## src/rtl/branch_resolve_unit_pkg.sv

```systemverilog
// Shared types for the branch resolve unit.
// Holds the prediction entry, FSM state enum and PC increment.
package branch_resolve_unit_pkg;

    localparam logic [31:0] PC_INCR = 32'd4;

    typedef struct packed {
        logic [31:0] pc;
        logic        taken;
        logic [31:0] target;
    } pred_entry_t;

    typedef enum logic {
        ST_NORMAL = 1'b0,
        ST_FLUSH  = 1'b1
    } brs_state_e;

endpackage

```

## src/rtl/branch_resolve_unit_pred_queue.sv

```systemverilog
// In-order prediction FIFO with wrap-bit pointers and occupancy count.
// Clear has priority over push and pop.
module pred_queue
    import branch_resolve_unit_pkg::*;
#(
    parameter int  DEPTH   = 4,
    parameter type entry_t = pred_entry_t
) (
    input  logic   clk,
    input  logic   rst_n,
    input  logic   clr_i,
    input  logic   push_i,
    input  entry_t wdata_i,
    input  logic   pop_i,
    output entry_t rdata_o,
    output logic   empty_o,
    output logic   full_o
);

    localparam int AW = $clog2(DEPTH);
    localparam logic [AW:0] FULL_CNT = (AW+1)'(DEPTH);
    localparam logic [AW:0] ONE      = (AW+1)'(1);

    entry_t      mem_q [DEPTH];
    logic [AW:0] wr_ptr_q, wr_ptr_d;
    logic [AW:0] rd_ptr_q, rd_ptr_d;
    logic [AW:0] count_q, count_d;
    logic        do_push, do_pop;

    assign empty_o = (count_q == '0);
    assign full_o  = (count_q == FULL_CNT);
    assign rdata_o = mem_q[rd_ptr_q[AW-1:0]];

    // Accept/retire decisions and next pointer/occupancy values
    always_comb begin
        do_pop   = pop_i && !empty_o;
        do_push  = push_i && (!full_o || do_pop);
        wr_ptr_d = wr_ptr_q;
        rd_ptr_d = rd_ptr_q;
        count_d  = count_q;
        if (clr_i) begin
            wr_ptr_d = '0;
            rd_ptr_d = '0;
            count_d  = '0;
        end else begin
            if (do_push) wr_ptr_d = wr_ptr_q + ONE;
            if (do_pop)  rd_ptr_d = rd_ptr_q + ONE;
            if (do_push && !do_pop) count_d = count_q + ONE;
            if (do_pop && !do_push) count_d = count_q - ONE;
        end
    end

    // Pointer and occupancy registers
    always_ff @(posedge clk or negedge rst_n) begin
        if (!rst_n) begin
            wr_ptr_q <= '0;
            rd_ptr_q <= '0;
            count_q  <= '0;
        end else begin
            wr_ptr_q <= wr_ptr_d;
            rd_ptr_q <= rd_ptr_d;
            count_q  <= count_d;
        end
    end

    // Entry storage; contents are only meaningful below the count
    always_ff @(posedge clk) begin
        if (do_push && !clr_i) mem_q[wr_ptr_q[AW-1:0]] <= wdata_i;
    end

endmodule

```

## src/rtl/branch_resolve_unit.sv

```systemverilog
// Branch resolve unit: compares resolutions with queued predictions.
// Optional BRANCH_RESOLVE_STATS_EN adds resolution/mispredict counters.
module branch_resolve_unit
    import branch_resolve_unit_pkg::*;
#(
    parameter int PQ_DEPTH = 4
) (
    input  logic        clk,
    input  logic        rst_n,
    input  logic        pred_push,
    input  logic [31:0] pred_pc,
    input  logic [31:0] pred_target,
    input  logic        pred_taken,
    input  logic        res_valid,
    input  logic [31:0] res_pc,
    input  logic [31:0] res_target,
    input  logic        res_taken,
    output logic        pq_full,
    output logic        flush,
    output logic [31:0] redirect_pc,
    output logic        update_en,
    output logic [31:0] update_pc,
    output logic [31:0] update_target
`ifdef BRANCH_RESOLVE_STATS_EN
    ,
    output logic [31:0] stat_branches,
    output logic [31:0] stat_mispredicts
`endif
);

    brs_state_e  state_q, state_d;
    logic [31:0] redirect_q, redirect_d;
    logic        upd_en_q, upd_en_d;
    logic [31:0] upd_pc_q, upd_pc_d;
    logic [31:0] upd_tgt_q, upd_tgt_d;

    pred_entry_t wentry, head;
    logic        pq_empty;
    logic        active, res_go, hit;
    logic        p_taken, mispredict, need_upd;
    logic [31:0] p_target, fall_pc;

    assign active = (state_q == ST_NORMAL);
    assign res_go = res_valid && active;

    assign wentry.pc     = pred_pc;
    assign wentry.taken  = pred_taken;
    assign wentry.target = pred_target;

    pred_queue #(
        .DEPTH   (PQ_DEPTH),
        .entry_t (pred_entry_t)
    ) u_pq (
        .clk     (clk),
        .rst_n   (rst_n),
        .clr_i   (mispredict),
        .push_i  (pred_push && active),
        .wdata_i (wentry),
        .pop_i   (res_go),
        .rdata_o (head),
        .empty_o (pq_empty),
        .full_o  (pq_full)
    );

    // A missing or mismatched head counts as a not-taken prediction
    always_comb begin
        fall_pc    = res_pc + PC_INCR;
        hit        = !pq_empty && (head.pc == res_pc);
        p_taken    = hit ? head.taken : 1'b0;
        p_target   = hit ? head.target : fall_pc;
        mispredict = res_go && ((p_taken != res_taken) ||
                     (p_taken && res_taken && (p_target != res_target)));
        need_upd   = res_go && res_taken &&
                     (!p_taken || (p_target != res_target));
    end

    // Next state plus redirect and BTB update capture
    always_comb begin
        state_d    = state_q;
        redirect_d = redirect_q;
        upd_en_d   = need_upd;
        upd_pc_d   = upd_pc_q;
        upd_tgt_d  = upd_tgt_q;
        unique case (state_q)
            ST_NORMAL: begin
                if (mispredict) begin
                    state_d    = ST_FLUSH;
                    redirect_d = res_taken ? res_target : fall_pc;
                end
            end
            ST_FLUSH: state_d = ST_NORMAL;
            default:  state_d = ST_NORMAL;
        endcase
        if (need_upd) begin
            upd_pc_d  = res_pc;
            upd_tgt_d = res_target;
        end
    end

    // FSM and output registers
    always_ff @(posedge clk or negedge rst_n) begin
        if (!rst_n) begin
            state_q    <= ST_NORMAL;
            redirect_q <= '0;
            upd_en_q   <= 1'b0;
            upd_pc_q   <= '0;
            upd_tgt_q  <= '0;
        end else begin
            state_q    <= state_d;
            redirect_q <= redirect_d;
            upd_en_q   <= upd_en_d;
            upd_pc_q   <= upd_pc_d;
            upd_tgt_q  <= upd_tgt_d;
        end
    end

    assign flush         = (state_q == ST_FLUSH);
    assign redirect_pc   = redirect_q;
    assign update_en     = upd_en_q;
    assign update_pc     = upd_pc_q;
    assign update_target = upd_tgt_q;

`ifdef BRANCH_RESOLVE_STATS_EN
    logic [31:0] br_cnt_q, mp_cnt_q;

    // Saturating resolution and mispredict counters
    always_ff @(posedge clk or negedge rst_n) begin
        if (!rst_n) begin
            br_cnt_q <= '0;
            mp_cnt_q <= '0;
        end else begin
            if (res_go && (br_cnt_q != '1))
                br_cnt_q <= br_cnt_q + 32'd1;
            if (mispredict && (mp_cnt_q != '1))
                mp_cnt_q <= mp_cnt_q + 32'd1;
        end
    end

    assign stat_branches    = br_cnt_q;
    assign stat_mispredicts = mp_cnt_q;
`endif

endmodule
```

## config.mk

```make
export PLATFORM = sky130hd
export DESIGN_NAME = branch_resolve_unit
export DESIGN_NICKNAME = d
export VERILOG_FILES = /design/src/rtl/branch_resolve_unit_pkg.sv /design/src/rtl/branch_resolve_unit_pred_queue.sv /design/src/rtl/branch_resolve_unit.sv
export SDC_FILE = /design/constraint.sdc
export NUM_CORES = 1
export LEC_CHECK = 0
export ABC_AREA = 0
export CORE_ASPECT_RATIO = 1.1
export CORE_MARGIN = 2
export CORE_UTILIZATION = 39
export DETAILED_ROUTE_END_ITERATION = 6
export GPL_TIMING_DRIVEN = 0
export HOLD_SLACK_MARGIN = 0.15
export SLEW_MARGIN = 20
export SYNTH_ARGS = -nofsm -noshare
export SYNTH_HDL_FRONTEND = slang
export SYNTH_SLANG_ARGS = --single-unit
```

## constraint.sdc

```tcl
create_clock -name clk -period 9.1 [get_ports clk]
set_input_delay 2.73 -clock clk [delete_from_list [all_inputs] [get_ports clk]]
set_output_delay 2.73 -clock clk [all_outputs]
set_load 0.02 [all_outputs]
```

; ---- Yosys cells after proc, flatten, opt, wreduce, memory -nomap -nowiden
; Memory sizes are Yosys's and may differ from the RTL's.
; Index checks and enable logic that the tools add are counted.
[totals]
register_bits = 107
memories = 1
ramBits = 260
out_inout_bits = 99
wordCells = 60
[memory_table]
columns = name, depth, width, read_ports, rd_clocked_by_memory_dff, wr, line_no
row1 = u_pq.mem_q, 4, 65, 1, 0, 1, branch_resolve_unit_pred_queue.sv:24  ; entry_t mem_q [DEPTH];
[classes]
reduce_logical = 27
addsub = 5
bitwise = 1
n_mux = 14
n_eq_ne = 4
[ops]
columns = operator, n
row1 = $mux W32, 2
row2 = $add A32 B3 Y32 const B, 1
row3 = $eq A32 B32 Y1, 1
row4 = $ne A32 B32 Y1, 1
row5 = $mux W3, 7
row6 = $logic_and A1 B1 Y1, 13
row7 = $add A3 B1 Y3 const B, 3
row8 = $logic_not A1 Y1, 6
row9 = $mux W1, 4
row10 = $reduce_bool A2 Y1, 2
row11 = $eq A3 B3 Y1 const B, 1
row12 = $logic_not A3 Y1, 1
row13 = $logic_or A1 B1 Y1, 3
row14 = $reduce_bool A3 Y1, 1
row15 = $sub A3 B1 Y3 const B, 1
row16 = $pmux W1 S2, 1
row17 = $reduce_and A2 Y1, 1
row18 = $ne A1 B1 Y1, 1
row19 = $not A1 Y1, 1

; ---- Logic depth before layout (Yosys ltp)
; Gate-level depths: netlist of the first run.
[depth]
depth_word = 12
ltp_mapped = 19

; ---- Cells and area by module
; Synthesis of the first run repeated with hierarchy kept, for this count alone.
[hier_totals]
cells_unflattened = 907
hier_area_um2 = 15925.3
[modules_own_cells]
columns = module, n_inst, area_per_inst_um2, cells_each
row1 = pred_queue, 1, 9924.5, 400
row2 = branch_resolve_unit, 1, 6000.8, 507

; ---- Worst setup path after synthesis of the first run
; No wires, ideal clock.
[synth_timing]
kind = input to register
from = input port res_pc[5]
to = memory u_pq.mem_q[0][0] in the netlist's numbering, enable pin
required_ps = 8612
setup_ps = 488
arrival_time_ps = 9245
path_stages = 14
path_slack_ps = -634
cell_sequence = clkbuf_1 -> nand4_1 -> nor4_1 -> nand3_1 -> xnor2_1 -> mux2i_1 -> xnor2_1 -> or4_1 -> or4_1 -> nor4_2 -> o21ai_2 -> buf_6 -> buf_2 -> nor2_1
[synth_via]
elab_chain_cells = 11
elab_cells_between_ends = 15
cone_classes = 1 x add/sub / 3 x eq/ne / 4 x mux / 7 x reduce/logical
[synth_rtl]
columns = item, line_no
row1 = start: declaration, branch_resolve_unit.sv:15  ; input logic [31:0] res_pc,
row2 = "parallel branches: the longest is 5 deep, another holds $add A32 B3 Y32", -
row3 = $logic_or A1 B1 Y1 *, branch_resolve_unit.sv:71  ; mispredict = res_go && ((p_taken != res_taken) ||
row4 = $logic_and A1 B1 Y1 *, branch_resolve_unit.sv:71
row5 = $logic_not A1 Y1 *, branch_resolve_unit_pred_queue.sv:68  ; if (do_push && !clr_i) mem_q[wr_ptr_q[AW-1:0]] <= wdata_i;
row6 = $logic_and A1 B1 Y1 *, branch_resolve_unit_pred_queue.sv:68
row7 = $mux W1 *, branch_resolve_unit_pred_queue.sv:68
row8 = $mux W1 (not written as such) *, branch_resolve_unit_pred_queue.sv:68
row9 = end: declaration, branch_resolve_unit_pred_queue.sv:24
; Mark *: on every way between the ends.

; ---- Worst setup path in the final report of the first run
[layout_timing]
from = input port res_pc[7]
to = memory u_pq.mem_q[1][45] in the netlist's numbering, enable pin
; The elaborated chain is that of the path after synthesis.

==> results of run 1 <==
-- layout make-up --
class                      instances  area (sq um)
sequential                       365         10400
clock buffer                      60          1120
tap                              513           642
inverter                          24          90.1
clock inverter                    10           120
multi-input combinational        495          5280
buffer                            41           248
timing repair buffer             241          2600
antenna                            2          5.00
fill                            3395         19800
-- worst max-delay path by stage --
stage / start / end / depth (start not counted)
final: res_pc[7] / u_pq.mem_q[1][45] / 17
after global routing: res_pc[7] / u_pq.mem_q[1][59] / 17
after floorplan: res_pc[5] / u_pq.mem_q[0][0] / 14
after CTS: res_pc[7] / u_pq.mem_q[1][42] / 17
after global placement: res_pc[2] / u_pq.mem_q[1][42] / 15
after detailed placement: res_pc[7] / u_pq.mem_q[1][42] / 17
-- through the flow --
step	setup TNS, ns	cell area [sq um]	hold WS [ns]	util	std cells
2_1_floorplan	-164.77	16000	0.512	-	925
3_3_place_gp	-1340.58	18900	0.469	0.469	1665
3_5_place_dp	-9.30	19300	0.474	0.478	1679
4_1_cts	0	20500	0.486	0.509	1749
5_1_grt	0	20500	0.502	0.509	1750
6_report	0	20500	0.487	0.509	1751
-- power by group --
| part | total (mW) | internal, mW | switching (mW) |
|---|---|---|---|
| logic | 1.52 | 0.729 | 0.789 |
| clock network | 1.56 | 0.929 | 0.631 |
| registers | 2.11 | 2.03 | 0.0848 |
| total | 5.19 | 3.68 | 1.51 |
-- worst register-to-register path: cells and delay by family, from the launching register on --
kind / cells / cell delay [ns]
compound gates: 1 / 0.28
xor+xnor: 1 / 0.22
buf+inv: 9 / 3.44
flops: 1 / 0.34
mux: 2 / 0.78
simple gates: 4 / 1.54
-- state kept, by name, indices dropped and copies added (netlist names) --
name	cells
u_pq.mem_q	260
redirect_pc	32
update_pc	32
update_target	32
u_pq.count_q	3
u_pq.rd_ptr_q	2
u_pq.wr_ptr_q	2
flush	1
update_en	1
-- per-layer routing --
layer,GRT usage,up-vias
met3,0.0349,58
met4,0.0544,2
li1,-,4130
met1,0.298,4864
met5,0,-
met2,0.351,289
-- cell families (layout without fill, tap and decap cells) --
family                   after synthesis  count (layout)  share of synthesized area
AO/OA/AOI/OAI                         34              34                     0.0150
multiplexers                         226             226                      0.211
other                                  0               2                          0
buffers and inverters                 65             376                     0.0211
XOR/XNOR                              92              92                     0.0503
flip-flops                           365             365                      0.652
AND/OR/NAND/NOR                      136             136                     0.0456
adder cells (fa/ha/maj)                7               7                    0.00594
-- cells in the final DEF (no fill, tap or decap), types with 22 or more instances in the layout --
cell type and n:
xnor2_1 55, xor2_1 37, clkdlybuf4s50_1 226, dfrtp_1 105, mux4_2 59, inv_1 23
clkbuf_16 41, clkbuf_1 31, edfxtp_1 260, mux2_4 65, nand2_1 23, nor2_1 22
mux2i_1 65, nand4_1 22
==> results.py, run 1 <==
metrics = {
    "yosys": {
        "yosys.cell_types.count": 52,
        "syn-num-nets": 1066,
        "yosysMostFrequentCell": "edfxtp_1",
        "synth_top_area_frac": 0.487,
        "postSynthAreaPerCell_sq_um": 17.3,
        "yosysSeqAreaShare": 0.652,
        "synth_edf_count": 260,
        "yosysWarnings": 0,
        "async_flop_share": 0.288,
        "synth_top_cell_by_area": "edfxtp_1",
        "syn_inst": 925,
        "ys_ff_latch": 365,
        "syn-cell-area_sq_mm": 0.0160,
        "synth_flop_cell": "edfxtp_1",
        "yosys-top-cells-area": "edfxtp_1 49%, dfrtp_1 16%, mux4_2 8.3%",
        "synth_common_cells": "260 x edfxtp_1, 105 x dfrtp_1, 65 x mux2_4, 65 x mux2i_1, 59 x mux4_2",
    },
    "setup_path": {
        "critPathLaunchType": "input port",
        "criticalPathCategory": "in2reg",
        "r2r_start": "u_pq.rd_ptr_q[0]",
        "max_stage_delay_ns": 0.94,
        "critPathCaptureType": "register",
        "crit_required_ns": 9.33,
        "r2r_cells": 17,
        "reg2reg_to": "u_pq.mem_q[1][45]",
        "path_cells": "clkdlybuf4s50_1, nand4_1, nor4_1, nand3_1, nor3_1, xor2_1, mux2i_1, xnor2_1, or4_1, or4_1, nor4_2, o21ai_2, buf_6, buf_2, nor2_4, buf_16, buf_12",
        "r2r_slack_ns": 2.17,
        "critPathTopFamily": "simple AND/OR/NAND/NOR gates",
        "crit_top_cell": "or4_1",
        "arrival_ns": 9.10,
        "cp_slowest_cell": "nor4_1",
        "crit_fanout": 21,
        "crit_buf_inv": 5,
    },
    "sta": {
        "slew_viol_final": 0,
        "final_hold_viol_count": 0,
        "timing.fmax_mhz": 113,
        "skew_ns": 0.0126,
        "worst_slack_ns": 0.229,
        "fin_crit_ns": 8.87,
        "rsz0062_at_grt": "no",
        "tightest_slew_ns": 1.06,
        "timing.final.crit_share": 0.975,
        "setup_viol": 0,
        "slew-limit-headroom": 0.286,
    },
    "floorplanning": {
        "chipHeight_um": 217,
        "core_sq_mm": 0.0404,
        "io_pins": 233,
        "die_w_um": 197,
        "die_area_sq_mm": 0.0427,
        "start_util": 0.397,
        "num_rows": 77,
    },
    "detailed_routing": {
        "vias": 9343,
        "dr.max_layer_used": "met5",
        "first_iter_violations": 759,
        "dr_wl_met3_mm": 2.41,
        "m1WireLength_mm": 19.8,
        "dr.pass1.iters": 7,
        "wl_met2_mm": 21.9,
        "ant_nets": 0,
        "via_per_inst": 5.34,
        "drc_errors": 0,
        "routedWlPerCell_um": 25.7,
        "wl_mm": 45.0,
    },
    "finish": {
        "syn2layout_area_growth_pct": 28.2,
        "drive_gt1_frac": 0.192,
        "fin_nets": 1348,
    },
    "cts": {
        "clkSlewWorstSetupHoldPaths_ns": 0.05,
        "cts_resized": 0,
        "clk_root_buffer_cell": "clkbuf_16",
        "cts_tree": "yes",
        "cts_setup_buffers": 0,
        "numCtsBuffers": 39,
        "h-tree-depth": 2,
        "clkSinkCount": 365,
        "clock_path_buffers": 3,
        "clock_latency_ns": 0.53,
        "postCtsHoldBufs": 0,
    },
    "place": {
        "pre_cts_ws_ns": -0.177,
        "gp_congestion": 0.840,
        "dp_hpwl_mm": 33.0,
        "port_buffers": 227,
    },
    "power": {
        "power_mw": 5.19,
        "ir_drop_uv": 137,
        "p_per_area_mw_per_mm2": 253,
        "leakage_nw": 7.49,
    },
    "global_routing": {
        "grt_pass1_wl_mm": 66.1,
        "grt_use_total": 0.214,
        "antenna_found_initial": 3,
        "grt_overflow": 0,
        "grt_max_degree": 64,
        "grt_pass1_vias": 9715,
    },
    "status": {
        "outcome": "completed",
    },
    "worst_hold_path": {
        "min_from": "redirect_pc[0]",
        "hold_path.class": "reg2reg",
        "whs_endpoint": "redirect_pc[0]",
        "hold_depth": 1,
    },
    "run": {
        "cap_violations": 0,
    },
}
(Power assumes the default switching activity.)
==> run 2: changes to the inputs <==
--- a/config.mk
+++ b/config.mk
@@ -12,6 +12,7 @@
 export DETAILED_ROUTE_END_ITERATION = 6
 export GPL_TIMING_DRIVEN = 0
 export HOLD_SLACK_MARGIN = 0.15
+export SETUP_SLACK_MARGIN = 0.02
 export SLEW_MARGIN = 20
 export SYNTH_ARGS = -nofsm -noshare
 export SYNTH_HDL_FRONTEND = slang
==> run 2 against run 1 <==
Effect of this change: sequential share of layout area about the same; hold slack worse by 0.0014 ns; global-route usage unchanged; via count up 0.46%; core utilization about the same; fmax up 1.9%; register-to-register slack about the same; largest cell class unchanged; critical endpoint is now u_pq.mem_q[1][42]; count of clock-buffer cells in the layout unchanged; largest power group unchanged.
==> results.py, run 2 (synthesized netlist as in run 1, its figures left out) <==
metrics = {
    "place": {
        "gp_congestion": 0.840,
        "dp_hpwl_mm": 33.0,
        "port_buffers": 227,
        "dp.cells": 1679,
        "pre_cts_ws_ns": -0.177,
        "place_area_sq_mm": 0.0193,
    },
    "cts": {
        "cts_tree": "yes",
        "clkSinkCount": 365,
        "clk_root_buffer_cell": "clkbuf_16",
        "clock_path_buffers": 3,
        "clkSlewWorstSetupHoldPaths_ns": 0.05,
        "clock_latency_ns": 0.53,
        "cts_setup_buffers": 0,
        "postCtsHoldBufs": 0,
        "numCtsBuffers": 39,
        "h-tree-depth": 2,
    },
    "finish": {
        "fin_nets": 1348,
        "largest_register_ffs": 260,
        "drive_gt1_frac": 0.193,
        "final_common_cell": "edfxtp_1",
        "fin_util": 0.509,
        "syn2layout_area_growth_pct": 28.3,
        "final_cell_mix": "260 x edfxtp_1, 226 x clkdlybuf4s50_1, 105 x dfrtp_1",
        "fillers": 3394,
        "layout.cells.non_filler": 1751,
        "final_area_sq_mm": 0.0205,
    },
    "power": {
        "power_mw": 5.19,
        "switching_share": 0.290,
        "p_per_area_mw_per_mm2": 253,
        "p_int_mw": 3.68,
        "p_switching_mw": 1.51,
        "ir_drop_uv": 137,
        "power.share.clock": 0.300,
        "seqPwrFrac": 0.407,
        "p_comb_frac": 0.293,
        "leakage_nw": 7.49,
    },
    "detailed_routing": {
        "wl_mm": 45.0,
        "drc_errors": 0,
        "vias": 9386,
        "routedWlPerCell_um": 25.7,
        "ant_nets": 0,
        "first_iter_violations": 687,
        "via_per_inst": 5.36,
        "dr.pass1.iters": 5,
    },
    "sta": {
        "setup_viol": 0,
        "timing.hold.ws_ns": 0.486,
        "timing.fmax_mhz": 115,
        "timing.final.crit_share": 0.957,
        "rsz0062_at_grt": "no",
        "slew-limit-headroom": 0.349,
        "fin_crit_ns": 8.70,
        "slew_viol_final": 0,
        "final_hold_viol_count": 0,
        "finalSetupTns_ns": 0,
        "skew_ns": 0.0135,
        "tightest_slew_ns": 0.977,
        "worst_slack_ns": 0.395,
    },
    "global_routing": {
        "grt_overflow": 0,
        "grt_pass1_vias": 9715,
        "grt_use_total": 0.214,
        "antenna_found_initial": 3,
        "grt_pass1_wl_mm": 66.1,
        "grt_max_degree": 64,
    },
    "floorplanning": {
        "chipHeight_um": 217,
        "core_sq_mm": 0.0404,
        "num_rows": 77,
        "io_pins": 233,
        "die_area_sq_mm": 0.0427,
        "start_util": 0.397,
        "die_w_um": 197,
    },
    "run": {
        "cap_violations": 0,
    },
    "setup_path": {
        "criticalPathCategory": "in2reg",
        "r2r_start": "u_pq.rd_ptr_q[0]",
        "r2r_slack_ns": 2.17,
        "critPathLaunchType": "input port",
        "reg2reg_to": "u_pq.mem_q[1][42]",
        "critPathLaunch": "res_pc[2]",
        "crit_required_ns": 9.32,
        "crit_fanout": 21,
        "arrival_ns": 8.93,
        "critPathCaptureType": "register",
        "r2r_cells": 17,
    },
    "worst_hold_path": {
        "whs_endpoint": "redirect_pc[0]",
        "hold_path.class": "reg2reg",
        "min_from": "redirect_pc[0]",
        "hold_depth": 1,
    },
    "status": {
        "outcome": "completed",
    },
}
==> run 2: power by group through the flow <==
stage / Combinational [mW] / Sequential (mW) / Clock [mW]
after floorplan: 0.817 / 2.24 / 0
after global placement: 1.47 / 2.17 / 0
after detailed placement: 1.53 / 2.14 / 0
after CTS: 1.54 / 2.11 / 1.59
after global routing: 1.62 / 2.13 / 1.66
final: 1.52 / 2.11 / 1.56
==> run 2: critical path, cell delays in order <==
cell             delay, ns
clkdlybuf4s50_1       0.70
ha_1                  0.34
nand3_1               0.13
nor4_2                0.69
nand3_1               0.29
xnor2_1               0.40
mux2i_1               0.16
xnor2_1               0.16
or4_1                 0.54
or4_1                 0.63
nor4_2                0.33
o21ai_2               0.28
buf_6                 0.28
buf_2                 0.24
nor2_4                0.53
buf_16                0.25
buf_12                0.20
==> run 2: per-layer routing <==
layer / part of all wire / track usage
met5: 0.00024 / 0
met1: 0.44 / 0.298
met4: 0.018 / 0.0544
met2: 0.49 / 0.351
met3: 0.056 / 0.0349
==> run 2: how the worst max path moves through the flow <==
stage / to / slack (ns) / cells after the start
finish: u_pq.mem_q[1][42] / 0.40 / 17
global route: u_pq.mem_q[1][59] / 0.05 / 17
CTS: u_pq.mem_q[1][42] / 0.34 / 17
detailed placement: u_pq.mem_q[1][42] / -0.18 / 17
global placement: u_pq.mem_q[1][42] / -5.21 / 15
floorplan: u_pq.mem_q[0][0] / -0.63 / 14
==> run 2: final cells by class <==
| class | count | area [sq um] | share of cell area |
|---|---|---|---|
| diodes | 2 | 5.00 | 0.000244 |
| plain buffers | 41 | 248 | 0.0121 |
| clock buffers | 60 | 1120 | 0.0544 |
| clock inverters | 10 | 120 | 0.00585 |
| inverters | 24 | 90.1 | 0.00439 |
| multi-input cells | 495 | 5290 | 0.257 |
| flip-flops and latches | 365 | 10400 | 0.508 |
| well taps | 513 | 642 | 0.0312 |
| repair buffers | 241 | 2600 | 0.127 |
==> run 2: repair_timing <==
action,CTS,global route
hold endpoints to repair,0,0
resized for setup,0,1
setup endpoints to repair,0,8
==> patch (flow settings as in run 1) <==
`PQ_DEPTH`: 4 -> 8.
--- a/src/rtl/branch_resolve_unit.sv
+++ b/src/rtl/branch_resolve_unit.sv
@@ -3,7 +3,7 @@
 module branch_resolve_unit
     import branch_resolve_unit_pkg::*;
 #(
-    parameter int PQ_DEPTH = 4
+    parameter int PQ_DEPTH = 8
 ) (
     input  logic        clk,
     input  logic        rst_n,
Formal check against the unedited RTL: no difference found for any inputs over 4 cycles, from zero or initial values and one cycle with rst_n low; that may be too few to reach the edited logic, so the function may still have changed.
==> patch against run 1 <==
- routed wire length increased by 60%
- worst setup slack better by 660 ps
- design area rose by 57%
- sequential cell count increased by 263
- die area is 61% higher
- area after synthesis grew 63%
- power up 65%
- utilization shrank 2.0 points
- clock skew up 24 ps
- largest cell class unchanged
==> patch: results (changes against run 1) <==
status finished clean; Clk Latency, worst-skew pair 610 ps (+80 ps); placer congestion estimate 0.819 (-2.6%); wirelength, routed 71800 um (+60%); register area share after synthesis 0.704 (+0.0520); P_leak 10.8 nW (+44%); met1 GRT Util 0.282 (-0.0157); fraction of registers with async set/reset 0.172 (-0.116); met3 GRT Util 0.0413 (+0.00639); first-pass GRT wire length 103000 um (+56%); largest net degree at the start of global routing 66 (+3.1%); fin nets 1873 (+39%); Worst Setup SP res_pc[2]; Tot GR Track Use 0.209 (-0.00448); DR WL/cell 27.1 um (+5.6%); post-placement cell count 2522 (+50%); Critical Path Max Stage Delay 960 ps (+20 ps); arrival time worst endpoint 8510 ps (-590 ps); worst vdd ir 0.149 mV (+9.0%); critical path peak fanout 10 (-52%); Clock Skew 36.9 ps (+24.3 ps); share of layout cells above drive strength 1 0.246 (+0.0546); met2 Track Usage GR 0.343 (-0.00797); total nets after synthesis 1513 (+42%); P_seq 3.55 mW (+68%); max reg flops 520 (+100%); vias in the first global route 14.9k (+53%); worst-case reg-to-reg path depth 20 (+3); pre-CTS setup slack 362 ps (+539 ps); Hold Path Sink update_pc[7]; DP Area 30200 um^2 (+56%); hold slack 505 ps (+17.9 ps); Via density 5.42 (+1.6%); Reg2Reg Setup Slack 1760 ps (-410 ps); worst hold start update_pc[7]; Syn Inst Count 1372 (+48%); top post-synthesis cells by area edfxtp_1 60%, dfrtp_1 10%, mux4_2 9.8%; DR iter-0 viols 1281 (+69%)
-- patch: changes by cell type in the layout (fill, tap and decap cells not counted), moves of 14 or more --
cell       before  now
edfxtp_1      260  520
mux2_2         17   82
mux4_2         59  113
buf_6          12   51
mux2i_1        65  104
mux2_4         65   30
nand2_1        23   53
clkbuf_16      41   68
buf_4           0   25
o21ai_0         7   31
mux2_1         20    0
inv_1          23    9
-- patch: layout make-up --
type | instances | area share
Clock buffer | 85 | 0.0555
Inverter | 9 | 0.00105
Multi-Input combinational cell | 662 | 0.226
Sequential cell | 628 | 0.567
Buffer | 73 | 0.0141
Tap cell | 858 | 0.0332
Timing Repair Buffer | 292 | 0.0927
Clock inverter | 33 | 0.0102
Antenna cell | 6 | 0.000464
-- patch: cell families after synthesis --
| logic type | synth area share |
|---|---|
| buffers and inverters | 0.0188 |
| DFF | 0.704 |
| and+or+nand+nor | 0.0353 |
| AOI/OAI and AO/OA | 0.0136 |
| muxes | 0.192 |
| adders and majority gates | 0.00365 |
| xor gates and xnor gates | 0.0335 |
